===== src/rtl/mx_format_pkg.sv =====
// MX format definitions: format codes, element/vector types, per-format element
// width and scale location helpers shared by the operand sequencer.
package mx_format_pkg;

    localparam int NUM_ELEMS           = 32;
    localparam int ELEM_BITS           = 8;
    localparam int LARGEST_VECTOR_SIZE = NUM_ELEMS * ELEM_BITS + 8;
    localparam logic [7:0] SCALE_NAN   = 8'hFF;

    typedef logic [ELEM_BITS-1:0]           mx_elem_t;
    typedef logic [LARGEST_VECTOR_SIZE-1:0] mx_vec_t;

    typedef enum logic [2:0] {
        FMT_E5M2 = 3'd0,
        FMT_E4M3 = 3'd1,
        FMT_E3M2 = 3'd2,
        FMT_E2M3 = 3'd3,
        FMT_E2M1 = 3'd4,
        FMT_INT8 = 3'd5
    } mx_fmt_e;

    function automatic logic fmt_legal(input logic [2:0] fmt);
        return fmt <= 3'd5;
    endfunction

    // Returns 0 for the two unused codes so callers can treat them as "no data".
    function automatic logic [3:0] elem_width(input logic [2:0] fmt);
        case (mx_fmt_e'(fmt))
            FMT_E5M2, FMT_E4M3, FMT_INT8: return 4'd8;
            FMT_E3M2, FMT_E2M3:           return 4'd6;
            FMT_E2M1:                     return 4'd4;
            default:                      return 4'd0;
        endcase
    endfunction

    // The scale byte sits directly above the 32 packed elements.
    function automatic logic [7:0] scale_of(input mx_vec_t vec, input logic [2:0] fmt);
        case (elem_width(fmt))
            4'd8:    return vec[NUM_ELEMS*8 +: 8];
            4'd6:    return vec[NUM_ELEMS*6 +: 8];
            4'd4:    return vec[NUM_ELEMS*4 +: 8];
            default: return 8'h00;
        endcase
    endfunction

endpackage


===== src/rtl/mx_elem_extract.sv =====
// Picks element idx out of a packed MX vector and zero-extends it to 8 bits.
module mx_elem_extract
    import mx_format_pkg::*;
(
    input  logic [LARGEST_VECTOR_SIZE-1:0] vec,
    input  logic [2:0]                     fmt,
    input  logic [4:0]                     idx,
    output logic [7:0]                     elem
);

    logic [8:0] bit_base;

    always_comb begin
        bit_base = '0;
        elem     = '0;
        case (elem_width(fmt))
            4'd8: begin
                bit_base = {1'b0, idx, 3'b000};
                elem     = vec[bit_base +: 8];
            end
            4'd6: begin
                bit_base = 9'({idx, 2'b00}) + 9'({idx, 1'b0});
                elem     = {2'b00, vec[bit_base +: 6]};
            end
            4'd4: begin
                bit_base = 9'({idx, 2'b00});
                elem     = {4'b0000, vec[bit_base +: 4]};
            end
            default: begin
                bit_base = '0;
                elem     = '0;
            end
        endcase
    end

endmodule


===== src/rtl/mx_operand_sequencer.sv =====
// Latches an MX operand pair and streams its 32 element pairs LANES at a time.
// Optional MX_SEQ_SCALE_SUM_EN adds the combined-exponent outputs scale_sum/scale_nan.
//
//   state | meaning
//   ------+------------------------------------------------------------
//   IDLE  | waiting for an operand pair, in_ready=1
//   ISSUE | streaming beats of the latched block, el_valid=1
module mx_operand_sequencer
    import mx_format_pkg::*;
#(
    parameter int LANES = 1
) (
    input  logic                           clk,
    input  logic                           rst_n,
    input  logic                           in_valid,
    output logic                           in_ready,
    input  logic [2:0]                     in_fmt,
    input  logic [LARGEST_VECTOR_SIZE-1:0] in_vec_a,
    input  logic [LARGEST_VECTOR_SIZE-1:0] in_vec_b,
    output logic                           el_valid,
    input  logic                           el_ready,
    output logic [8*LANES-1:0]             el_a,
    output logic [8*LANES-1:0]             el_b,
    output logic [4:0]                     el_idx,
    output logic                           el_last,
    output logic [2:0]                     el_fmt,
    output logic [7:0]                     scale_a,
    output logic [7:0]                     scale_b,
    output logic                           fmt_err,
`ifdef MX_SEQ_SCALE_SUM_EN
    output logic signed [9:0]              scale_sum,
    output logic                           scale_nan,
`endif
    output logic                           busy
);

    localparam logic [4:0] IDX_STEP = 5'(LANES);
    localparam logic [4:0] LAST_IDX = 5'(NUM_ELEMS - LANES);

    typedef enum logic {IDLE, ISSUE} state_e;

    state_e     state;
    mx_vec_t    vec_a_q;
    mx_vec_t    vec_b_q;
    logic [7:0] in_scale_a;
    logic [7:0] in_scale_b;

    assign in_scale_a = scale_of(in_vec_a, in_fmt);
    assign in_scale_b = scale_of(in_vec_b, in_fmt);

    always_ff @(posedge clk or negedge rst_n) begin
        if (!rst_n) begin
            state     <= IDLE;
            in_ready  <= 1'b1;
            el_valid  <= 1'b0;
            el_last   <= 1'b0;
            el_idx    <= '0;
            el_fmt    <= '0;
            scale_a   <= '0;
            scale_b   <= '0;
            fmt_err   <= 1'b0;
            busy      <= 1'b0;
            vec_a_q   <= '0;
            vec_b_q   <= '0;
`ifdef MX_SEQ_SCALE_SUM_EN
            scale_sum <= '0;
            scale_nan <= 1'b0;
`endif
        end else begin
            fmt_err <= 1'b0;
            case (state)
                IDLE: begin
                    if (in_valid) begin
                        if (fmt_legal(in_fmt)) begin
                            state     <= ISSUE;
                            in_ready  <= 1'b0;
                            el_valid  <= 1'b1;
                            busy      <= 1'b1;
                            el_idx    <= '0;
                            el_last   <= (LAST_IDX == 5'd0);
                            el_fmt    <= in_fmt;
                            vec_a_q   <= in_vec_a;
                            vec_b_q   <= in_vec_b;
                            scale_a   <= in_scale_a;
                            scale_b   <= in_scale_b;
`ifdef MX_SEQ_SCALE_SUM_EN
                            scale_sum <= $signed({2'b00, in_scale_a}) + $signed({2'b00, in_scale_b})
                                         - 10'sd254;
                            scale_nan <= (in_scale_a == SCALE_NAN) || (in_scale_b == SCALE_NAN);
`endif
                        end else begin
                            fmt_err <= 1'b1;
                        end
                    end
                end
                ISSUE: begin
                    if (el_ready) begin
                        // idx wraps to 0 after the final beat, which also clears el_last
                        el_idx  <= el_idx + IDX_STEP;
                        el_last <= ((el_idx + IDX_STEP) == LAST_IDX);
                        if (el_last) begin
                            state    <= IDLE;
                            el_valid <= 1'b0;
                            busy     <= 1'b0;
                            in_ready <= 1'b1;
                        end
                    end
                end
                default: state <= IDLE;
            endcase
        end
    end

    for (genvar k = 0; k < LANES; k++) begin : g_lane
        logic [4:0] lane_idx;
        assign lane_idx = el_idx + 5'(k);

        mx_elem_extract u_extract_a (
            .vec  (vec_a_q),
            .fmt  (el_fmt),
            .idx  (lane_idx),
            .elem (el_a[8*k +: 8])
        );

        mx_elem_extract u_extract_b (
            .vec  (vec_b_q),
            .fmt  (el_fmt),
            .idx  (lane_idx),
            .elem (el_b[8*k +: 8])
        );
    end

endmodule


===== config.mk =====
export PLATFORM = sky130hd
export DESIGN_NAME = mx_operand_sequencer
export DESIGN_NICKNAME = d
export VERILOG_FILES = /design/src/rtl/mx_format_pkg.sv /design/src/rtl/mx_elem_extract.sv /design/src/rtl/mx_operand_sequencer.sv
export SDC_FILE = /design/constraint.sdc
export NUM_CORES = 2
export LEC_CHECK = 0
export ABC_CLOCK_PERIOD_IN_PS = 5960
export CORE_ASPECT_RATIO = 1.25
export CORE_MARGIN = 2
export CORE_UTILIZATION = 51
export DETAILED_ROUTE_END_ITERATION = 8
export PLACE_DENSITY = 0.83
export RECOVER_POWER = 100
export SYNTH_ARGS = -nofsm -noshare
export SYNTH_HDL_FRONTEND = slang
export SYNTH_HIERARCHICAL = 1
export SYNTH_SLANG_ARGS = --single-unit

===== constraint.sdc =====
create_clock -name clk -period 5.96 [get_ports clk]
set_input_delay 1.788 -clock clk [delete_from_list [all_inputs] [get_ports clk]]
set_output_delay 1.788 -clock clk [all_outputs]
set_load 0.02 [all_outputs]

Yosys cells after proc, flatten, opt, wreduce, memory -nomap -nowiden:

Cells that the tools add are included.

* $add $sub $neg: 2
* $lt $le $gt $ge: 1
* equal/unequal tests: 21
* shift-type cells: 6
* mux-type cells: 30
* bitwise gates (word level): 1
* reductions and logical operators: 9

Operators with widths (number)
* $shiftx A264 B10 Y6: 2
* $shiftx A264 B8 Y4: 2
* $shiftx A264 B9 Y8: 2
* $pmux W8 S3: 4
* $pmux W4 S3: 2
* $eq A4 B3 Y1 const B: 4
* $mux W1: 16
* $mux W5: 3
* $eq A3 B2 Y1 const B: 4
* $eq A3 B3 Y1 const B: 4
* $pmux W5 S2: 1
* $add A7 B6 Y8: 1
* $eq A4 B4 Y1 const B: 2
* $ne A2 B2 Y1 const B: 4
* $pmux W1 S2: 4
* $eq A3 B1 Y1 const B: 2
* $logic_not A3 Y1: 2
* $reduce_and A3 Y1: 2
* $reduce_or A3 Y1: 2
* $add A5 B1 Y5 const B: 1
* $eq A5 B5 Y1 const B: 1
* $reduce_and A4 Y1: 1
* $reduce_or A2 Y1: 2
* $le A3 B3 Y1 const B: 1
* $not A1 Y1: 1

* register bits: 557
* output and inout bits: 45

Depth between registers and ports, before layout:

* depth in word-level cells: 5
* mapped depth: 17
* depth with buffers taken out: 11

Modules after synthesis:

The synthesis kept the hierarchy.

By module, submodules not included
* mx_operand_sequencer: instances 1, cells an instance 2403, area each 21449.3 µm², sequential area each 13939.6 µm²
* mx_elem_extract at g_lane[0].u_extract_b: instances 1, cells an instance 737, area each 9276.4 µm², sequential area each 0.0 µm²
* mx_elem_extract at g_lane[0].u_extract_a: instances 1, cells an instance 704, area each 8917.3 µm², sequential area each 0.0 µm²

Worst setup path after synthesis:

No wires, ideal clock.

* kind: register -> output
* start point: register el_idx[1]
* end point: output el_b[2]
* arrival time: 4.361 ns
* slack: -0.189 ns
* cell stages (with the launch flop): 15
* path buffers: 7
* path through: dfrtp_1 clkbuf_1 buf_2 buf_4 buf_2 inv_1 fa_1 buf_2 buf_2 buf_1 nand2_1 and3_1 a311oi_1 a211oi_1 o41ai_1

* cells in the longest elaborated chain, start to end: 3
* elaborated cells on any way between the ends: 5

Ends and longest elaborated chain
* from (decl): line mx_operand_sequencer.sv:24 `output logic [4:0] el_idx,`
* from (signal assigned): line mx_operand_sequencer.sv:99 `el_idx <= el_idx + IDX_STEP;`
* $add A7 B6 Y8: line mx_elem_extract.sv:22 `bit_base = 9'({idx, 2'b00}) + 9'({idx, 1'b0});`
* $shiftx A264 B10 Y6: line mx_elem_extract.sv:23 `elem = {2'b00, vec[bit_base +: 6]};`
* $pmux W8 S3 (*): line mx_elem_extract.sv:16 `case (elem_width(fmt))`
* to (decl): line mx_operand_sequencer.sv:23 `output logic [8*LANES-1:0] el_b,`

Mark *: on every way between the ends. The rest lies on a longest branch, timed or not.

Worst setup path after layout:

* start point: register el_idx[1]
* end point: output el_a[0]

* cells in the longest elaborated chain, start to end: 3
* elaborated cells on any way between the ends: 5

Ends and longest elaborated chain
* $add A7 B6 Y8: line mx_elem_extract.sv:22
* $shiftx A264 B10 Y6: line mx_elem_extract.sv:23
* $pmux W8 S3 (*): line mx_elem_extract.sv:16
* to (decl): line mx_operand_sequencer.sv:22 `output logic [8*LANES-1:0] el_a,`

Marks and branches as above.

==> impl_metrics.yaml <==
setup_path:
  slowest_stage: "fa_4"
  crit_path_start_kind: "flip-flop"
  path_class: "reg -> out"
  path_buf_inv: 4
  slowest_delay_ns: 0.97
  critPathCaptureType: "primary output"
  critPathLaunch: "el_idx[1]$_DFFE_PN0P_"
  crit_required_ns: 4.17
  path_max_fanout: 7
  arrival_ns: 4.35
  crit_path_cell_trace: "buf_6 -> inv_4 -> fa_4 -> buf_12 -> mux4_2 -> mux4_2 -> o2111ai_2 -> or4b_4 -> buf_6"
  cp_top_family: "multiplexers"
  rr_startpoint: "state$_DFF_PN0_"
drt:
  firstDrtPassIters: 8
  drt-initial-drc-count: 4667
  wl_per_cell_um: 29.1
  num_vias: 35900
  route.detailed.drc: 0
  drt-total-wl_um: 156000
  vias_per_cell: 6.69
  drtAntennaViolNets: 0
power:
  p_comb_frac: 0.642
  p_seq_frac: 0.255
  clkPwrFrac: 0.104
  p_int_mw: 19.6
  p_per_area_mw_per_mm2: 730
  p_sw_frac: 0.453
  power.switching_mw: 16.2
  p_leak_nw: 21.3
  vdd.ir_drop.worst_mv: 0.629
clocking:
  cts.path.max_buffers: 3
  cts_buffers: 56
  cts_hold_buf: 0
  h-tree-depth: 2
  clkLatencyLatePin_ns: 0.63
  root_buffer: "clkbuf_16"
  cts_tree: "yes"
  cts.sinks: 549
  clkTransAtPathRegs_ns: 0.06
sta:
  finalMaxSlewViolations: 864
  finClkSkew_ns: 0.0164
  fin_tns_setup_ns: -0.779
  setup_violations: 8
  tightestPinTransition_ns: 3.00
  fin_ws_ns: -0.180
  hold_violations: 0
  rsz0062_at_grt: "true"
  fmax_mhz: 163
  post-route-period-util: 1.03
  finalCriticalPeriod_ns: 6.14
  slew_headroom: -0.997
floorplan:
  core_sq_mm: 0.0762
  ios: 580
  die_h_um: 315
  num_rows: 113
  start_util: 0.516
  die_x_um: 252
  dieArea_sq_mm: 0.0794
hold_path:
  min-delay-path-class: "reg -> reg"
  holdCritStartpoint: "in_ready$_DFFE_PN1P_"
synth:
  avgSynthCellArea_sq_um: 10.3
  synth_cells: 3812
  synthesis.area_sq_mm: 0.0394
  yosys_warnings: 6
  synthesis.nets: 4361
cells_and_area:
  num-nets-final: 4887
  fillerInstances: 5822
  design_area_sq_mm: 0.0491
  syn_to_final_growth_pct: 24.7
  layout-drive-gt1-share: 0.215
global_routing:
  grt.overflow.total: 0
  antenna_found_initial: 9
  grt_pass1_wl_um: 229000
  grt_pass1_vias: 35200
  grtUsageTotal: 0.391
  grt_max_degree: 214
placed_design:
  hpwl_um: 116000
  place.gp.congestion: 1.05
  port_buffers: 579
  placed_area_sq_mm: 0.0460
run_status:
  outcome: "finished with violations"
  violations: "capacitance limit, slew limit, setup timing"
run:
  drv_cap: 7
-- state kept, by name, indices dropped and copies added, names as in the netlist --
register / flops
busy: 1
vec_a_q: 260
state: 1
vec_b_q: 260
in_ready: 1
el_fmt: 3
scale_a: 8
fmt_err: 1
el_last: 1
el_idx: 5
scale_b: 8
-- worst min-delay path, delay by kind of cell, from the launching register on --
family	cells	cell delay, ns
AO/OA/AOI/OAI	1	0.05
flip-flops	1	0.37
buffers and inverters	1	0.04
-- cells in the final DEF, fill, tap and decap left out, types with 17 or more instances in the layout --
master	count
a221oi_1	17
buf_6	24
nand3_1	46
a31oi_1	19
dlygate4sd3_1	24
a21oi_1	44
buf_12	30
o22ai_1	27
clkdlybuf4s50_1	542
buf_4	129
nor3_1	17
nand2_1	1717
nor2_1	93
dfrtp_1	543
mux2i_1	101
mux4_2	537
clkbuf_16	62
o21ai_0	33
-- area by class of cell --
type | count | area [sq um] | area share
Antenna cell | 2 | 5.00 | 0.000102
Inverter | 13 | 53.8 | 0.00110
Clock inverter | 28 | 333 | 0.00678
Clock buffer | 73 | 1610 | 0.0328
Multi-Input combinational cell | 2933 | 24100 | 0.491
Sequential cell | 549 | 13800 | 0.280
Timing Repair Buffer | 785 | 8010 | 0.163
Tap cell | 977 | 1220 | 0.0249
-- routing by layer --
layer	vias to the layer above	routed length (um)	track usage
met1	17400	52400	0.485
met5	-	88	0
li1	14800	-	-
met4	16	13800	0.268
met3	721	18100	0.0911
met2	2961	71800	0.613
-- per-stage QoR --
step	hold WS, ns	worst slack (ns)	util	power (mW)	instances
after floorplan	0.440	0.0334	-	21.2	3812
after global placement	0.449	0.0617	0.603	28.6	5192
after detailed placement	0.454	0.0379	0.603	28.9	5192
after CTS	0.466	-0.271	0.640	34.4	5343
after global routing	0.491	-0.280	0.644	36.9	5359
final	0.461	-0.180	0.644	35.8	5360
-- final timing paths --
check,to,slack (ns),depth (start not counted)
max,el_a[0],-0.18,9
min reg2reg,in_ready$_DFFE_PN1P_,0.46,2
min in group asynchronous,vec_a_q[61]$_DFFE_PN0P_,2.11,1
min,in_ready$_DFFE_PN1P_,0.46,2
max reg2reg,vec_b_q[80]$_DFFE_PN0P_,1.71,5
max in group asynchronous,vec_b_q[186]$_DFFE_PN0P_,0.84,2
-- what timing repair did --
action                                  4_1_cts  5_1_grt
gates resized for setup                     126       67
endpoints found under the setup margin       12       14
gates cloned                                  5        4
pin swaps                                    37       33
buffers inserted                             47       14
hold endpoints to repair                      0        0
-- power groups by stage --
stage               clock network (mW)  registers [mW]  logic (mW)
detailed placement                   0            8.81        20.1
finish                            3.72            9.12        23.0
CTS                               3.78            8.77        21.8
floorplan                            0            7.09        14.1
global route                      3.92            9.08        23.9
global placement                     0            8.76        19.9
Power figures use the tool's default switching activity.
